**config.mk**
```make
export PLATFORM = sky130hd
export DESIGN_NAME = fetch_mem_arbiter
export DESIGN_NICKNAME = d
export VERILOG_FILES = /design/src/rtl/fetch_mem_arbiter.sv
export SDC_FILE = /design/constraint.sdc
export NUM_CORES = 1
export LEC_CHECK = 0
export ABC_CLOCK_PERIOD_IN_PS = 8400
export BUFFER_PORTS_ARGS = -buffer_cell sky130_fd_sc_hd__buf_4
export CELL_PAD_IN_SITES_DETAIL_PLACEMENT = 1
export CELL_PAD_IN_SITES_GLOBAL_PLACEMENT = 1
export CORE_MARGIN = 4
export CORE_UTILIZATION = 39
export DETAILED_ROUTE_END_ITERATION = 6
export GPL_TIMING_DRIVEN = 0
export HOLD_SLACK_MARGIN = 0.08
export PLACE_DENSITY_LB_ADDON = 0.1
export SLEW_MARGIN = 20
export SYNTH_ARGS = -nofsm -noshare
export SYNTH_HDL_FRONTEND = slang
export SYNTH_SLANG_ARGS = --single-unit
```
**constraint.sdc**
```tcl
create_clock -name clock -period 8.4 [get_ports clock]
set_clock_uncertainty 0.2 [all_clocks]
set_input_delay 0.42 -clock clock [delete_from_list [all_inputs] [get_ports clock]]
set_output_delay 0.42 -clock clock [all_outputs]
set_load 0.05 [all_outputs]
```
**src/rtl/fetch_mem_arbiter.sv**
```systemverilog
// Round-robin arbiter sharing one memory read port between instruction fetch and load/store,
// with a watchdog that completes stalled reads with a per-requester fill value.
module fetch_mem_arbiter #(
   parameter int                ADDR_W   = 32,
   parameter int                DATA_W   = 32,
   parameter int                TIMEOUT  = 255,
   parameter logic [DATA_W-1:0] IFU_FILL = DATA_W'(32'h0000_0013),
   parameter logic [DATA_W-1:0] LSU_FILL = DATA_W'(32'h0000_0000)
) (
   input  logic              clock,
   input  logic              reset,
   input  logic              ifu_req_valid,
   output logic              ifu_req_ready,
   input  logic [ADDR_W-1:0] ifu_addr,
   output logic              ifu_resp_valid,
   output logic [DATA_W-1:0] ifu_rdata,
   input  logic              lsu_req_valid,
   output logic              lsu_req_ready,
   input  logic [ADDR_W-1:0] lsu_addr,
   output logic              lsu_resp_valid,
   output logic [DATA_W-1:0] lsu_rdata,
   output logic              mem_req_valid,
   input  logic              mem_req_ready,
   output logic [ADDR_W-1:0] mem_addr,
   input  logic              mem_resp_valid,
   input  logic [DATA_W-1:0] mem_rdata,
   output logic              timeout_err
);

   typedef enum logic [1:0] {
      ST_IDLE = 2'd0,
      ST_REQ  = 2'd1,
      ST_WAIT = 2'd2
   } state_t;

   localparam logic [15:0] TO_LAST = 16'(TIMEOUT - 1);

   state_t            state_r;
   logic              last_lsu_r;
   logic              owner_lsu_r;
   logic [ADDR_W-1:0] addr_r;
   logic [15:0]       cnt_r;
   logic              grant_ifu_s;
   logic              grant_lsu_s;

   // Grant decision: a lone requester wins; on contention the one not served last wins.
   always_comb begin
      grant_ifu_s = 1'b0;
      grant_lsu_s = 1'b0;
      if (state_r == ST_IDLE) begin
         if (ifu_req_valid && lsu_req_valid) begin
            if (last_lsu_r) begin
               grant_ifu_s = 1'b1;
            end else begin
               grant_lsu_s = 1'b1;
            end
         end else if (ifu_req_valid) begin
            grant_ifu_s = 1'b1;
         end else if (lsu_req_valid) begin
            grant_lsu_s = 1'b1;
         end else begin
            grant_ifu_s = 1'b0;
            grant_lsu_s = 1'b0;
         end
      end else begin
         grant_ifu_s = 1'b0;
         grant_lsu_s = 1'b0;
      end
   end

   assign ifu_req_ready = grant_ifu_s;
   assign lsu_req_ready = grant_lsu_s;
   assign mem_req_valid = (state_r == ST_REQ);
   assign mem_addr      = addr_r;

   // Transaction FSM, watchdog counter and registered response routing.
   always_ff @(posedge clock or posedge reset) begin
      if (reset) begin
         state_r        <= ST_IDLE;
         last_lsu_r     <= 1'b1;
         owner_lsu_r    <= 1'b0;
         addr_r         <= '0;
         cnt_r          <= 16'd0;
         ifu_resp_valid <= 1'b0;
         lsu_resp_valid <= 1'b0;
         timeout_err    <= 1'b0;
         ifu_rdata      <= IFU_FILL;
         lsu_rdata      <= '0;
      end else begin
         ifu_resp_valid <= 1'b0;
         lsu_resp_valid <= 1'b0;
         timeout_err    <= 1'b0;
         case (state_r)
            ST_IDLE: begin
               if (grant_ifu_s || grant_lsu_s) begin
                  addr_r      <= grant_lsu_s ? lsu_addr : ifu_addr;
                  owner_lsu_r <= grant_lsu_s;
                  last_lsu_r  <= grant_lsu_s;
                  state_r     <= ST_REQ;
               end
            end
            ST_REQ: begin
               if (mem_req_ready) begin
                  cnt_r   <= 16'd0;
                  state_r <= ST_WAIT;
               end
            end
            ST_WAIT: begin
               // A real response on the expiry cycle takes priority over the watchdog.
               if (mem_resp_valid) begin
                  if (owner_lsu_r) begin
                     lsu_resp_valid <= 1'b1;
                     lsu_rdata      <= mem_rdata;
                  end else begin
                     ifu_resp_valid <= 1'b1;
                     ifu_rdata      <= mem_rdata;
                  end
                  state_r <= ST_IDLE;
               end else if (cnt_r == TO_LAST) begin
                  if (owner_lsu_r) begin
                     lsu_resp_valid <= 1'b1;
                     lsu_rdata      <= LSU_FILL;
                  end else begin
                     ifu_resp_valid <= 1'b1;
                     ifu_rdata      <= IFU_FILL;
                  end
                  timeout_err <= 1'b1;
                  state_r     <= ST_IDLE;
               end else begin
                  cnt_r <= cnt_r + 16'd1;
               end
            end
            default: state_r <= ST_IDLE;
         endcase
      end
   end

endmodule
```
## Word-level counts from Yosys, hierarchy flattened

Index checks and enable logic that the tools add are counted.

- Register bits: 119
- Input bits: 102
- Logic and storage cells: 68
- Output and inout port bits: 102

- Multiplexer cells: 38
- Add/subtract/negate cells: 1
- Bitwise logic cells: 1
- Reductions and logical operators: 10
- Equality and inequality tests: 8

Operators by type and width:

| operator | number |
|---|---|
| $mux W32 | 9 |
| $mux W16 | 3 |
| $pmux W16 S2 | 1 |
| $mux W1 | 20 |
| $add A16 B1 Y16 const B | 1 |
| $eq A16 B8 Y1 const B | 1 |
| $reduce_and A3 Y1 | 3 |
| $mux W2 | 4 |
| $pmux W2 S3 | 1 |
| $ne A2 B1 Y1 const B | 2 |
| $ne A2 B2 Y1 const B | 2 |
| $reduce_and A4 Y1 | 1 |
| $reduce_bool A2 Y1 | 2 |
| $ne A3 B3 Y1 const B | 1 |
| $eq A2 B1 Y1 const B | 1 |
| $eq A2 B2 Y1 const B | 1 |
| $logic_not A2 Y1 | 1 |
| $reduce_and A2 Y1 | 1 |
| $logic_and A1 B1 Y1 | 1 |
| $logic_or A1 B1 Y1 | 1 |
| $not A1 Y1 | 1 |

## Logic depth before layout (Yosys ltp)

Gate-level depths: netlist of the first run.

- Word-level depth: 7
- Gate-level depth with buffers: 9
- Depth with buffers taken out: 8

## Worst setup path before layout of the first run

No wires, ideal clock.

- Path type: register to register
- Start point: register state_r[1]
- End point: register cnt_r[6]
- Setup time: 0.126 ns
- Buffers on the path: 1
- Path slack: 5.932 ns
- Data required time: 8.074 ns
- Arrival: 2.142 ns
- Clock period less this slack: 2.468 ns
- Stages on the path, launching flop included: 6
- Path through: dfrtp_1 nor2b_1 nand2_1 a21boi_2 buf_2 a221o_1

- Word-level cells in the longest chain between the ends: 3
- Elaborated cells on any way between the ends: 8
- Those cells by class: eq/ne (5); mux (1); reduce/logical (2)

Ends and longest elaborated chain:

| element | line | RTL |
|---|---|---|
| start, declared | 38 | `state_t state_r;` |
| start signal, assigned | 79 | `state_r <= ST_IDLE;` |
| start signal, assigned | 99 | `state_r <= ST_REQ;` |
| start signal, assigned | 105 | `state_r <= ST_WAIT;` |
| $eq A2 B1 Y1 * | -- |  |
| named net mem_req_valid | 22 | `output logic mem_req_valid,` |
| $ne A2 B1 Y1 (no line) or $reduce_bool A2 Y1 (tied branches) | -- |  |
| $reduce_and A4 Y1 (no line) | -- |  |
| end signal, assigned | 130 | `cnt_r <= cnt_r + 16'd1;` |
| end, declared | 42 | `logic [15:0] cnt_r;` |

The timed path passes the listed nets; every way through them passes the cells marked *.
A chain may end at the register's enable or synchronous reset.

## Final worst setup path of the first run

- Start point: register last_lsu_r
- End point: output ifu_req_ready

- Word-level cells in the longest chain between the ends: 3

Ends and longest elaborated chain:

| element | line | RTL |
|---|---|---|
| start, declared | 39 | `logic last_lsu_r;` |
| start signal, assigned | 98 | `last_lsu_r <= grant_lsu_s;` |
| $mux W1 | 52 | `if (last_lsu_r) begin` |
| $mux W1 | 51 | `if (ifu_req_valid && lsu_req_valid) begin` |
| $mux W1 | 50 | `if (state_r == ST_IDLE) begin` |
| end, declared | 13 | `output logic ifu_req_ready,` |

No other way between the ends.

==> out/qor.csv, run 1 <==
metric,value,unit
Detailed Place HPWL,12550,um
Avg WL per Cell,23.35,um
Inst Count DP,857,
max-cap violation count,0,
Worst Setup End Kind,primary output,
sequential-to-total area share from yosys stat,59.07,%
Sw Ratio,49.13,%
Least-Margin Pin Slew,0.8737,ns
hold depth,3,
sequential share of power,26.4,%
critical path startpoint category,flip-flop,
combinational power share,54.5,%
die height,121.8,um
cell taking the most area after synthesis,dfrtp_1,
r2r worst-path depth,7,
Avg Synthesized Cell Area,10.50,um^2
CTS Sinks,119,
Relative slew margins,41.30,%
setup TNS,0,ns
commonest register cell after synthesis,dfrtp_1,
Critical Path AT,2.51,ns
RSZ-0062 raised after global routing,false,
Power Total,3.834,mW
Post-synth ARST share,100.0,%
worst-path fanout max,10,
CTS Buf Count,17,
antenna violations before repair,2,
syn_nets,585,
CTS tree,built,
beginning of the worst hold path,lsu_addr[1],
First DRT Iteration DRCs,559,
Yosys warnings,0,
DIE AREA,14830,um^2
register-to-register setup slack,5.41,ns
Final period util,37.28,%
"most common cell after layout, fill and taps aside",buf_4,
final hold violations,0,
final cell count without fillers,976,
Rows,41,
"flops & latches, synth",119,
Core Area,12670,um^2
GRT Residual Overflow,0,
DRT Wirelength,22790,um
"commonest cells after routing, fill and taps aside","203 x buf_4, 115 x dfrtp_1, 107 x nand2_1, 85 x dlygate4sd3_1, 42 x nor2_1",
number of global-route vias before repair,6075,
largest net degree at the start of global routing,71,
area grow syn2layout,63.60,%
top-area cell type share of the netlist area,56.99,%
Power per Cell Area,464.1,nW/um^2
fmax,0.3194,GHz
Cells after Synth,481,
Worst Setup Path Type,reg -> out,
DRT antenna net count,0,
Reg2Reg Launch Point,last_lsu_r,
H-tree levels,4,
Boundary Pins,204,
Pins Over Slew Limit,0,
worst min path class,in -> reg,
Residual DRC,0,
nets,893,
"top cells by area, synth","dfrtp_1 57%, nand2_1 8.0%, a32o_1 6.3%",
first-pass GRT wire length,35120,um
Int Pwr,1.951,mW
GRT Total Usage,31.41,%
Required @ worst endpoint,7.78,ns
Post-synth EDFFs,0,
clock insertion delay at the later pin of the skew report,0.42,ns
gp weighted congestion,0.8243,
Netlist cell types,42,
cell area after synthesis,5050,um^2
Max VDD drop,0.1842,mV
Clk pwr share,19.1,%
Tmin final,3.131,ns
vias per std cell,5.574,
Starting Density,39.85,%
Die X,121.8,um
drt pass-1 iters,5,
IO buf count,203,
CTS Buffer Depth,2,
Worst Hold End,mem_addr[1],
leakage,3.847,nW
outcome,completed,
clock-pin slew on the worst setup and hold paths,0.05,ns
worst reg2reg endpoint,mem_addr[23],
net load switching power,1.884,mW
Final Setup Violations,0,
share of cells above drive strength 1,31.80,%
clock root buffer,clkbuf_16,
Vias,5440,
-- metal layers --
layer	GRT usage (%)	wire length, um
met1	35.75	8423
met2	53.83	11780
met3	9.564	1570
met4	15.20	1015
met5	0	0
-- stage by stage --
stage,util (%),instance area [um^2],setup WS [ns],hold WS [ns]
after CTS,65.16,8257,5.419,0.08056
after detailed placement,53.84,6822,5.706,0.2717
after floorplan,-,5050,4.629,0.2395
after global placement,53.58,6789,3.168,0.2564
after global routing,65.20,8262,5.119,0.08958
final,65.20,8262,5.269,0.09042
-- cells in the mapped netlist, drive strengths merged (5+ instances only) --
library cell / n
dfrtp: 115
nand2: 108
nor2: 42
a31oi: 33
a32o: 32
o2bb2ai: 29
clkbuf: 22
buf: 13
o21ai: 12
inv: 10
nand3: 10
nand4: 5
nor3: 5
-- area by class of cell --
| cell class | count | area (um^2) |
|---|---|---|
| Tap cell | 172 | 215.2 |
| Sequential cell | 119 | 2983 |
| Inverter | 11 | 47.55 |
| Antenna cell | 2 | 5.005 |
| Clock inverter | 12 | 127.6 |
| Timing Repair Buffer | 289 | 2402 |
| Fill cell | 1366 | 4409 |
| Clock buffer | 20 | 456.7 |
| Multi-Input combinational cell | 316 | 1858 |
| Buffer | 35 | 166.4 |
-- power by group through the flow --
stage               combinational, mW  sequential, mW  clock (mW)
floorplan                       0.468            1.77           0
global placement                 1.85           0.979           0
detailed placement               1.88           0.990           0
CTS                              2.01           0.985       0.723
global route                     2.18            1.03       0.767
finish                           2.09            1.01       0.733
-- critical path: stages (launching register included) --
cell and delay (ns):
dfstp_2 0.54, nand2b_1 0.12, nand3_1 0.32, inv_1 0.29
buf_1 0.50, buf_4 0.31
-- worst max-delay path by stage --
stage,from,end,slack (ns),depth (start not counted)
after floorplan,reset,cnt_r[0],4.63,1
after global placement,reset,lsu_rdata[27],3.17,2
after detailed placement,cnt_r[0],cnt_r[11],5.71,8
after CTS,last_lsu_r,ifu_req_ready,5.42,5
after global routing,state_r[1],ifu_req_ready,5.12,5
final,last_lsu_r,ifu_req_ready,5.27,5
-- repair_timing --
| action | CTS | global route |
|---|---|---|
| gates resized for setup | 0 | 0 |
| setup buffers | 0 | 0 |
| hold buffers | 85 | 0 |
| hold endpoints to repair | 128 | 0 |
-- cell families (layout without fill, tap and decap cells) --
kind of cell               Yosys count  in the layout  synth area share [%]
other                                0              2                     0
and+or+nand+nor                    186            186                 15.81
adders and majority gates            2              2                0.4955
xor gates and xnor gates             1              1                0.1735
buffers and inverters               46            367                 4.138
AOI/OAI and AO/OA                  126            126                 20.12
DFF                                119            119                 59.07
muxes                                1              1                0.1982
-- flip-flops by register name, indices dropped and copies added, names as in the netlist --
| name | cells |
|---|---|
| ifu_rdata | 32 |
| lsu_rdata | 32 |
| mem_addr | 32 |
| cnt_r | 16 |
| state_r | 2 |
| ifu_resp_valid | 1 |
| last_lsu_r | 1 |
| lsu_resp_valid | 1 |
| owner_lsu_r | 1 |
| timeout_err | 1 |
Note: power is estimated with default switching activity, not from simulation.
==> inputs of run 2 (changes only) <==
- ABC_CLOCK_PERIOD_IN_PS: 8400 -> 2950
- CORE_UTILIZATION: 39 -> 36
- clock period: 8.4 -> 2.95 ns (I/O delays scaled with it)
==> run 2 against run 1 <==
Sequential cell count did not move. Largest power group unchanged. Sequential share of layout area fell by 0.98 points. First-iteration DRC count fell by 28%. Register-to-register slack got worse by 5.2 ns. Critical endpoint is now mem_addr[11]. Worst setup slack got worse by 5.1 ns. Wire length fell by 10%. Non-clock buffer count rose by 16. Largest cell class unchanged. Global-route usage fell by 5.6 points. Via count fell by 3.1%. Die area rose by 7.8%.
==> out/qor.csv, run 2 (synthesis results as in run 1) <==
metric,value,unit,change
drt pass-1 iters,4,,was 5
Least-Margin Pin Slew,0.7539,ns,was 0.8737 ns
die height,126.4,um,was 121.8 um
Tmin final,2.790,ns,
antenna violations before repair,1,,was 2
hold depth,4,,was 3
setup TNS,0,ns,unchanged
RSZ-0062 raised after global routing,false,,unchanged
Avg WL per Cell,20.48,um,was 23.35 um
Worst Setup Path Type,reg -> reg,,was reg -> out
Rows,43,,was 41
Vias,5274,,was 5440
Setup Buffers After CTS,0,,unchanged
Max VDD drop,0.8358,mV,was 0.1842 mV
Worst Setup End Kind,flip-flop,,was primary output
pre-CTS setup slack,0.2034,ns,was 5.706 ns
critical path startpoint category,flip-flop,,unchanged
GRT Total Usage,25.83,%,was 31.41%
Starting Density,36.52,%,was 39.85%
worst min path class,in -> reg,,unchanged
worst-path fanout max,10,,unchanged
Critical Path AT,2.94,ns,was 2.51 ns
largest net degree at the start of global routing,34,,was 71
First DRT Iteration DRCs,405,,was 559
GRT Residual Overflow,0,,unchanged
CTS Buffer Depth,2,,unchanged
Final Setup Violations,0,,unchanged
first-pass GRT wire length,32500,um,was 35120 um
CTS tree,built,,unchanged
"most common cell after layout, fill and taps aside",buf_4,,unchanged
DRT antenna net count,0,,unchanged
Power per Cell Area,1301,nW/um^2,was 464.1 nW/um^2
nets,909,,was 893
Relative slew margins,49.63,%,was 41.30%
Core Area,13830,um^2,was 12670 um^2
Final period util,94.56,%,
Crit. Startpoint,state_r[1],,was last_lsu_r
worst reg2reg endpoint,mem_addr[11],,was mem_addr[23]
Boundary Pins,204,,unchanged
final setup margin,0.1604,ns,was 5.269 ns
Reg2Reg Launch Point,state_r[1],,was last_lsu_r
register-to-register setup slack,0.16,ns,was 5.41 ns
fmax,0.3585,GHz,
Pins Over Slew Limit,0,,unchanged
r2r worst-path depth,7,,unchanged
Die X,126.4,um,was 121.8 um
CTS Sinks,119,,unchanged
IO buf count,203,,unchanged
DIE AREA,15990,um^2,was 14830 um^2
DRT Wirelength,20460,um,was 22790 um
Detailed Place HPWL,13070,um,was 12550 um
Fill cells,1489,,was 1366
clock insertion delay at the later pin of the skew report,0.41,ns,was 0.42 ns
max-cap violation count,0,,unchanged
"commonest cells after routing, fill and taps aside","203 x buf_4, 115 x dfrtp_1, 107 x nand2_1, 99 x dlygate4sd3_1, 42 x nor2_1",,"was 203 x buf_4, 115 x dfrtp_1, 107 x nand2_1, 85 x dlygate4sd3_1, 42 x nor2_1"
H-tree levels,4,,unchanged
gp weighted congestion,0.8130,,was 0.8243
Required @ worst endpoint,3.10,ns,was 7.78 ns
vias per std cell,5.279,,was 5.574
final hold violations,0,,unchanged
leakage,3.951,nW,was 3.847 nW
number of global-route vias before repair,6012,,was 6075
Residual DRC,0,,unchanged
end of the critical path,mem_addr[11],,was ifu_req_ready
area grow syn2layout,68.16,%,was 63.60%
share of cells above drive strength 1,31.66,%,was 31.80%
clock-pin slew on the worst setup and hold paths,0.06,ns,was 0.05 ns
CTS Buf Count,17,,unchanged
outcome,completed,,unchanged
hold slack,0.2114,ns,was 0.09042 ns
clock root buffer,clkbuf_16,,unchanged
-- run 2: cell types whose count changed in the layout (fill, tap and decap cells not counted), sizes merged --
cell	delta
diode	-1
clkinv	-2
dlygate4sd3	+14
clkinvlp	-1
clkbuf	+3
bufinv	+2
-- run 2: worst min path at each step --
stage / start / end / slack [ns]
CTS: lsu_req_valid / owner_lsu_r / 0.18
detailed placement: reset / ifu_rdata[17] / 0.11
finish: lsu_req_valid / owner_lsu_r / 0.21
global route: lsu_req_valid / owner_lsu_r / 0.25
floorplan: mem_resp_valid / timeout_err / 0.02
global placement: mem_resp_valid / timeout_err / 0.20
-- run 2: repair_timing --
| item | 4_1_cts | 5_1_grt |
|---|---|---|
| endpoints found under the setup margin | 0 | 29 |
| gates resized for setup | 0 | 4 |
| hold buffers | 99 | 0 |
| endpoints found under the hold margin | 134 | 0 |
-- run 2: stage by stage --
stage               util [%]  instance area, um^2  cells  total power [mW]
floorplan                  -                 5054    481             6.372
global placement       49.20                 6803    864             8.058
detailed placement     49.63                 6863    867             8.188
CTS                    61.37                 8486    998             10.94
global route           61.42                 8492    999             11.54
finish                 61.42                 8492    999             11.05
-- run 2: layer usage --
layer	global-route usage, %	vias up	wire, um
met2	45.05	198	10610
li1	-	2399	-
met5	0	-	0
met1	29.64	2629	7709
met4	11.10	0	747
met3	7.284	48	1394
-- run 2: critical path: stages, from the launching register on --
cell           delay [ns]
dfrtp_1              0.44
nor2_1               0.21
nand3_1              0.34
inv_1                0.30
clkbuf_2             0.31
nand2_1              0.10
a31oi_1              0.22
dlygate4sd3_1        0.60
-- run 2: cell type report --
type / count / area [um^2] / share of cell area, %
multi-input combinational: 316 / 1858 / 21.88
clock inverter: 11 / 171.4 / 2.019
sequential: 119 / 2983 / 35.13
inverter: 11 / 46.29 / 0.5452
antenna: 1 / 2.502 / 0.02947
clock buffer: 21 / 460.4 / 5.422
buffer: 35 / 170.2 / 2.004
tap: 180 / 225.2 / 2.652
timing repair buffer: 305 / 2575 / 30.32
-- run 2: where the power goes --
group          internal (mW)  switching [mW]  total (mW)
clock                   1.46           0.771        2.23
sequential              2.36           0.483        2.84
combinational           2.05            3.92        5.97
total                   5.87            5.18        11.0
